$ cat src/rtl/cfg_loader.sv
// Purpose: parse a host config byte stream into (header, payload) pairs, buffer them, replay each pair atomically on cfg_out.
// Latency: payload accepted at edge E (FIFO empty, emitter idle) -> header after E+1, payload after E+2, 0x00 after E+3.
// Backpressure: in_ready drops only while waiting for a payload with the FIFO full; pause holds off the start of new pairs.
//
// Ports:
//   clk, rst_n            clock, asynchronous active-low reset
//   in_data/valid/ready   host byte stream, transfers when valid & ready
//   pause                 1 = do not start emitting a new pair
//   clear                 synchronous flush of parser and FIFO (drop_cnt kept)
//   cfg_out               registered byte stream to the unit, 0x00 when idle
//   busy                  a pair is pending anywhere in the loader
//   level                 pairs currently held in the FIFO
//   drop_cnt              saturating count of discarded non-header bytes

// Generic circular-buffer FIFO with occupancy count. Push is ignored when
// full and pop when empty; clear empties it and wins over push/pop.
module cfg_fifo #(
  parameter int W     = 16,
  parameter int DEPTH = 4,
  parameter int AW    = $clog2(DEPTH),
  parameter int LW    = AW + 1
) (
  input  logic          clk,
  input  logic          rst_n,
  input  logic          clear,
  input  logic          push,
  input  logic [W-1:0]  push_dat,
  input  logic          pop,
  output logic [W-1:0]  pop_dat,
  output logic [LW-1:0] level,
  output logic          full
);

  logic [W-1:0]  mem [DEPTH];
  logic [AW-1:0] wr_ptr;
  logic [AW-1:0] rd_ptr;
  logic          do_push;
  logic          do_pop;

  assign full    = (level == LW'(DEPTH));
  assign do_push = push && !full && !clear;
  assign do_pop  = pop && (level != '0) && !clear;

  // Head of the queue is always visible; the consumer latches it on pop.
  assign pop_dat = mem[rd_ptr];

  // Storage carries no reset: only entries below level are ever read.
  always_ff @(posedge clk) begin
    if (do_push) begin
      mem[wr_ptr] <= push_dat;
    end
  end

  always_ff @(posedge clk or negedge rst_n) begin
    if (!rst_n) begin
      wr_ptr <= '0;
      rd_ptr <= '0;
      level  <= '0;
    end else if (clear) begin
      wr_ptr <= '0;
      rd_ptr <= '0;
      level  <= '0;
    end else begin
      // DEPTH is a power of two, so pointer overflow is the wrap.
      if (do_push) begin
        wr_ptr <= wr_ptr + AW'(1);
      end
      if (do_pop) begin
        rd_ptr <= rd_ptr + AW'(1);
      end
      case ({do_push, do_pop})
        2'b10:   level <= level + LW'(1);
        2'b01:   level <= level - LW'(1);
        default: level <= level;
      endcase
    end
  end

endmodule

module cfg_loader #(
  parameter int DEPTH = 4,
  parameter int LW    = $clog2(DEPTH) + 1
) (
  input  logic          clk,
  input  logic          rst_n,
  input  logic [7:0]    in_data,
  input  logic          in_valid,
  output logic          in_ready,
  input  logic          pause,
  input  logic          clear,
  output logic [7:0]    cfg_out,
  output logic          busy,
  output logic [LW-1:0] level,
  output logic [7:0]    drop_cnt
);

  typedef struct packed {
    logic [7:0] hdr;
    logic [7:0] pay;
  } pair_t;

  typedef enum logic {
    P_HDR,
    P_PAY
  } p_state_t;

  typedef enum logic [1:0] {
    E_IDLE,
    E_CMD,
    E_DATA
  } e_state_t;

  p_state_t   p_state;
  p_state_t   p_next;
  e_state_t   e_state;
  e_state_t   e_next;

  logic       full;
  logic       xfer;
  logic       is_hdr;
  logic       hdr_load;
  logic       push;
  logic       drop;
  logic [7:0] hdr_q;
  pair_t      wr_pair;
  pair_t      rd_pair;

  logic       start_ok;
  logic       pop;
  logic [7:0] cfg_nxt;
  logic [7:0] pay_q;

  // ------------------------------------------------------------------
  // Parser
  // ------------------------------------------------------------------

  // Ready depends only on registered state, so it never loops back
  // through in_valid. No pop bypass: a full FIFO stalls the payload even
  // on the cycle the emitter pops.
  assign in_ready = (p_state == P_HDR) || !full;
  assign xfer     = in_valid && in_ready;

  // 0x7F has bit7 clear but is still a legal header.
  assign is_hdr   = in_data[7] || (in_data == 8'h7F);

  always_ff @(posedge clk or negedge rst_n) begin
    if (!rst_n) begin
      p_state <= P_HDR;
    end else begin
      p_state <= p_next;
    end
  end

  always_comb begin
    p_next = p_state;
    if (clear) begin
      p_next = P_HDR;
    end else if (xfer) begin
      unique case (p_state)
        P_HDR: p_next = is_hdr ? P_PAY : P_HDR;
        P_PAY: p_next = P_HDR;
      endcase
    end
  end

  // Clear suppresses every side effect of a byte transferred that cycle.
  always_comb begin
    hdr_load = 1'b0;
    push     = 1'b0;
    drop     = 1'b0;
    if (xfer && !clear) begin
      unique case (p_state)
        P_HDR: begin
          hdr_load = is_hdr;
          drop     = !is_hdr;
        end
        P_PAY: push = 1'b1;
      endcase
    end
  end

  always_ff @(posedge clk or negedge rst_n) begin
    if (!rst_n) begin
      hdr_q    <= 8'h00;
      drop_cnt <= 8'h00;
    end else begin
      if (hdr_load) begin
        hdr_q <= in_data;
      end
      if (drop && (drop_cnt != 8'hFF)) begin
        drop_cnt <= drop_cnt + 8'd1;
      end
    end
  end

  assign wr_pair.hdr = hdr_q;
  assign wr_pair.pay = in_data;

  cfg_fifo #(
    .W     ($bits(pair_t)),
    .DEPTH (DEPTH)
  ) u_fifo (
    .clk      (clk),
    .rst_n    (rst_n),
    .clear    (clear),
    .push     (push),
    .push_dat (wr_pair),
    .pop      (pop),
    .pop_dat  (rd_pair),
    .level    (level),
    .full     (full)
  );

  // ------------------------------------------------------------------
  // Emitter
  // ------------------------------------------------------------------

  // A new pair may start only from IDLE or straight after a payload;
  // clear also blocks the start so a flushed FIFO is never read.
  assign start_ok = (level != '0) && !pause && !clear;

  always_ff @(posedge clk or negedge rst_n) begin
    if (!rst_n) begin
      e_state <= E_IDLE;
    end else begin
      e_state <= e_next;
    end
  end

  always_comb begin
    e_next = e_state;
    case (e_state)
      E_IDLE:  e_next = start_ok ? E_CMD : E_IDLE;
      E_CMD:   e_next = E_DATA;
      E_DATA:  e_next = start_ok ? E_CMD : E_IDLE;
      default: e_next = E_IDLE;
    endcase
  end

  // The header leaves the FIFO on the pop edge; its payload is parked in
  // pay_q so the pair finishes even if clear empties the FIFO meanwhile.
  always_comb begin
    pop     = 1'b0;
    cfg_nxt = 8'h00;
    case (e_state)
      E_IDLE, E_DATA: begin
        if (start_ok) begin
          pop     = 1'b1;
          cfg_nxt = rd_pair.hdr;
        end
      end
      E_CMD:   cfg_nxt = pay_q;
      default: cfg_nxt = 8'h00;
    endcase
  end

  // cfg_out sits on the async reset so a mid-pair reset idles the unit
  // without waiting for a clock.
  always_ff @(posedge clk or negedge rst_n) begin
    if (!rst_n) begin
      cfg_out <= 8'h00;
      pay_q   <= 8'h00;
    end else begin
      cfg_out <= cfg_nxt;
      if (pop) begin
        pay_q <= rd_pair.pay;
      end
    end
  end

  assign busy = (p_state == P_PAY) || (level != '0) || (e_state != E_IDLE);

endmodule

$ cat config.mk
export PLATFORM = sky130hd
export DESIGN_NAME = cfg_loader
export DESIGN_NICKNAME = d
export VERILOG_FILES = /design/src/rtl/cfg_loader.sv
export SDC_FILE = /design/constraint.sdc
export NUM_CORES = 1
export LEC_CHECK = 0
export CAP_MARGIN = 20
export CORE_MARGIN = 5
export CORE_UTILIZATION = 48
export CTS_BUF_LIST = sky130_fd_sc_hd__clkbuf_4 sky130_fd_sc_hd__clkbuf_8 sky130_fd_sc_hd__clkbuf_16
export DETAILED_ROUTE_END_ITERATION = 12
export MAX_ROUTING_LAYER = met4
export PLACE_DENSITY = 0.72
export SYNTH_ARGS = -nofsm -noshare
export SYNTH_HDL_FRONTEND = slang
export SYNTH_HIERARCHICAL = 1
export SYNTH_SLANG_ARGS = --single-unit
$ cat constraint.sdc
create_clock -name clk -period 9.57 [get_ports clk]
set_clock_uncertainty 0.2 [all_clocks]
set_input_delay 1.4355 -clock clk [delete_from_list [all_inputs] [get_ports clk]]
set_output_delay 1.4355 -clock clk [all_outputs]
set_load 0.02 [all_outputs]
==> run summary <==
status = completed
global-route wire length before repair = 12550 um
CP arrival = 4.17 ns
Power Density = 194.0 nW/um^2
vias per inst = 5.572
clock root buffer = clkbuf_8
Worst-Margin Slew = 0.8303 ns
Port Buffer Count = 33
routability congestion estimate = 0.7698
via count = 2290
cell area after synthesis = 4342 um^2
cell count after placement = 393
Critical Path Sink Type = flip-flop
VDD IR-drop max = 70.28 uV
hold_ws = 0.2608 ns
YS warnings = 6
fin crit share = 45.70%
vias in the first global route = 2346
FF+latch count, synth = 106
Seq/Total Area, Yosys = 68.47%
worst slack at placement = 4.789 ns
unrepaired setup endpoints after global routing = false
Final nets = 317
Detail Route Antenna Nets = 0
HP Start = e_state[1]
drt total wl = 7454 um
setup bufs post-CTS = 0
Avg WL per Cell = 18.14 um
hold path depth = 1
Starting DRT DRC Count = 140
asr flop ratio synth = 39.62%
# clock sinks = 106
Synth Area in Simple Gates = 8.127%
clock latency on the worst-skew pair = 0.36 ns
Worst Setup SP = clear
Yosys cell types = 46
f_max = 0.2287 GHz
Final Util = 57.17%
Post-Synth Adder-Cell Area = 1.902%
crit-path max FO = 16
core footprint = 8763 um^2
Residual DRC = 0
PnR worst setup slack = 5.197 ns
IO Pins = 34
register area = 2973 um^2
total CTS buffers = 9
area grow syn2layout = 15.39%
EDFF count, synth = 64
initial core utilization = 49.54%
gr usage total = 14.90%
fillcell total = 668
Antenna diodes = 0
Setup violations, final = 0
syn avg cell area = 16.51 um^2
Leak = 1.827 nW
cell row count = 34
full die area = 11050 um^2
die height = 105.1 um
Req. time, crit path = 9.36 ns
Final min period = 4.373 ns
Final Hold Viols = 0
Top FF cell, synth = edfxtp_1
FF-to-FF setup slack = 6.10 ns
Final HPWL DP = 4831 um
largest family of logic cells by synthesized area = multiplexers
fraction of layout cells with a size suffix above 1 = 19.47%
Post-CTS Resized = 0
final max-slew violation count = 0
gr ovfl total = 0
startpoint types = primary input
Synth Area in Compound Gates = 4.582%
CTS tree = built
setup TNS = 0 ns
Critical R2R Launch = u_fifo/level[1]
final cell count without fillers = 411
hold path endpoint = e_state[1]
mux contribution to synthesized area = 12.94%
critical path class = primary input to flip-flop
cells after synthesis = 263
R2R cell count = 6
CTS Hold Buffers Added = 0
Multi-input gate area = 1284 um^2
Slew HR = 44.65%
Pre-Repair DR Iteration Count = 6
hold crit path type = flip-flop to flip-flop
Clock transition at path regs = 0.10 ns
antenna violations before repair = 0
max-cap violation count = 0
H-tree Lvls = 3
Syn Nets = 282
xor/xnor share of the synthesized area = 2.017%
largest net degree at the start of global routing = 43
width of the die = 105.1 um
Reg2Reg Capture Point = u_fifo/mem[3][8]
CTS Buffer Depth = 2
## registers in the layout, indices dropped and copies added (netlist names)
| name | count |
|---|---|
| pay_q | 8 |
| hdr_q | 8 |
| u_fifo/mem | 64 |
| drop_cnt | 8 |
| u_fifo/level | 3 |
| u_fifo/wr_ptr | 2 |
| e_state | 2 |
| p_state | 1 |
| cfg_out | 8 |
| u_fifo/rd_ptr | 2 |
## how the worst max path moves through the flow
stage | cells after the start | slack (ns) | endpoint
finish | 5 | 5.20 | u_fifo/mem[3][8]
global route | 5 | 4.89 | u_fifo/mem[3][15]
CTS | 5 | 5.19 | u_fifo/mem[3][3]
detailed placement | 5 | 4.79 | u_fifo/mem[3][10]
global placement | 5 | 4.89 | u_fifo/mem[0][10]
floorplan | 10 | 5.61 | u_fifo/level[2]
## per-layer routing
layer | track usage (%) | routed length [um]
met1 | 21.16 | 3555
met2 | 21.54 | 3604
met3 | 3.391 | 243
met4 | 4.658 | 51
met5 | - | 0
## area by class of cell
| class | instances | share of cell area [%] |
|---|---|---|
| sequential | 106 | 59.34 |
| multi-input combinational | 139 | 25.62 |
| timing repair buffer | 36 | 7.493 |
| tap | 108 | 2.697 |
| clock buffer | 9 | 2.473 |
| clock inverter | 7 | 1.923 |
| inverter | 6 | 0.4496 |
## synthesized netlist by cell type (2+ instances only)
cell type  count  area, um^2
xor2_1         8       70.07
edfxtp_1      64        1922
nand2b_1       3       18.77
nand2_1        7       26.28
nor2_1        23       86.33
buf_2          2       10.01
dfrtp_1       42        1051
mux4_2        16       360.4
clkbuf_1       6       22.52
nand3_1        5       25.02
nor4_1         4       25.02
nor3_1         5       25.02
inv_1          6       22.52
ha_1           5       62.56
a22oi_1        8       60.06
xnor2_1        2       17.52
mux2_2        17       191.4
and2_1         5       31.28
nor2b_1        3       18.77
o21ai_0        4       20.02
buf_4          2       15.01
nand4_1        2       12.51
## where the power goes
group | switching, mW | internal [mW]
clock | 0.162 | 0.129
combinational | 0.0549 | 0.0615
sequential | 0.0342 | 0.530
## metrics by stage
step	area, um^2	power, mW
floorplan	4342	0.6351
global placement	4747	0.6852
detailed placement	4747	0.6911
CTS	4967	0.9805
global route	5010	1.018
finish	5010	0.9718
## logic make-up after synthesis
| kind of cell | Yosys count |
|---|---|
| flip-flops | 106 |
| AND/OR/NAND/NOR | 64 |
| multiplexers | 34 |
| AO/OA/AOI/OAI | 25 |
| buffers and inverters | 18 |
| XOR/XNOR | 10 |
| adder cells (fa/ha/maj) | 6 |
## worst max-delay path: stages
cell and delay [ns]:
clkdlybuf4s50_1 0.70, nand2b_1 0.30, nor2b_1 0.60, nor3b_1 0.39, and2_1 0.73
## cell usage in the layout (no fill, tap or decap), types with 2 or more instances in the layout
master and n:
o21ai_0 4, inv_8 3, clkbuf_8 9, nand3_1 5, nor3_1 5, inv_1 6
clkdlybuf4s50_1 32, mux4_2 16, nor2_1 23, ha_1 5, nor4_1 4, xor2_1 8
edfxtp_1 64, dfrtp_1 42, nor2b_1 3, nand2_1 7, mux2_2 17, xnor2_1 2
and2_1 5, nand4_1 2, nand2b_1 3, a22oi_1 8
Power figures use the tool's default switching activity.
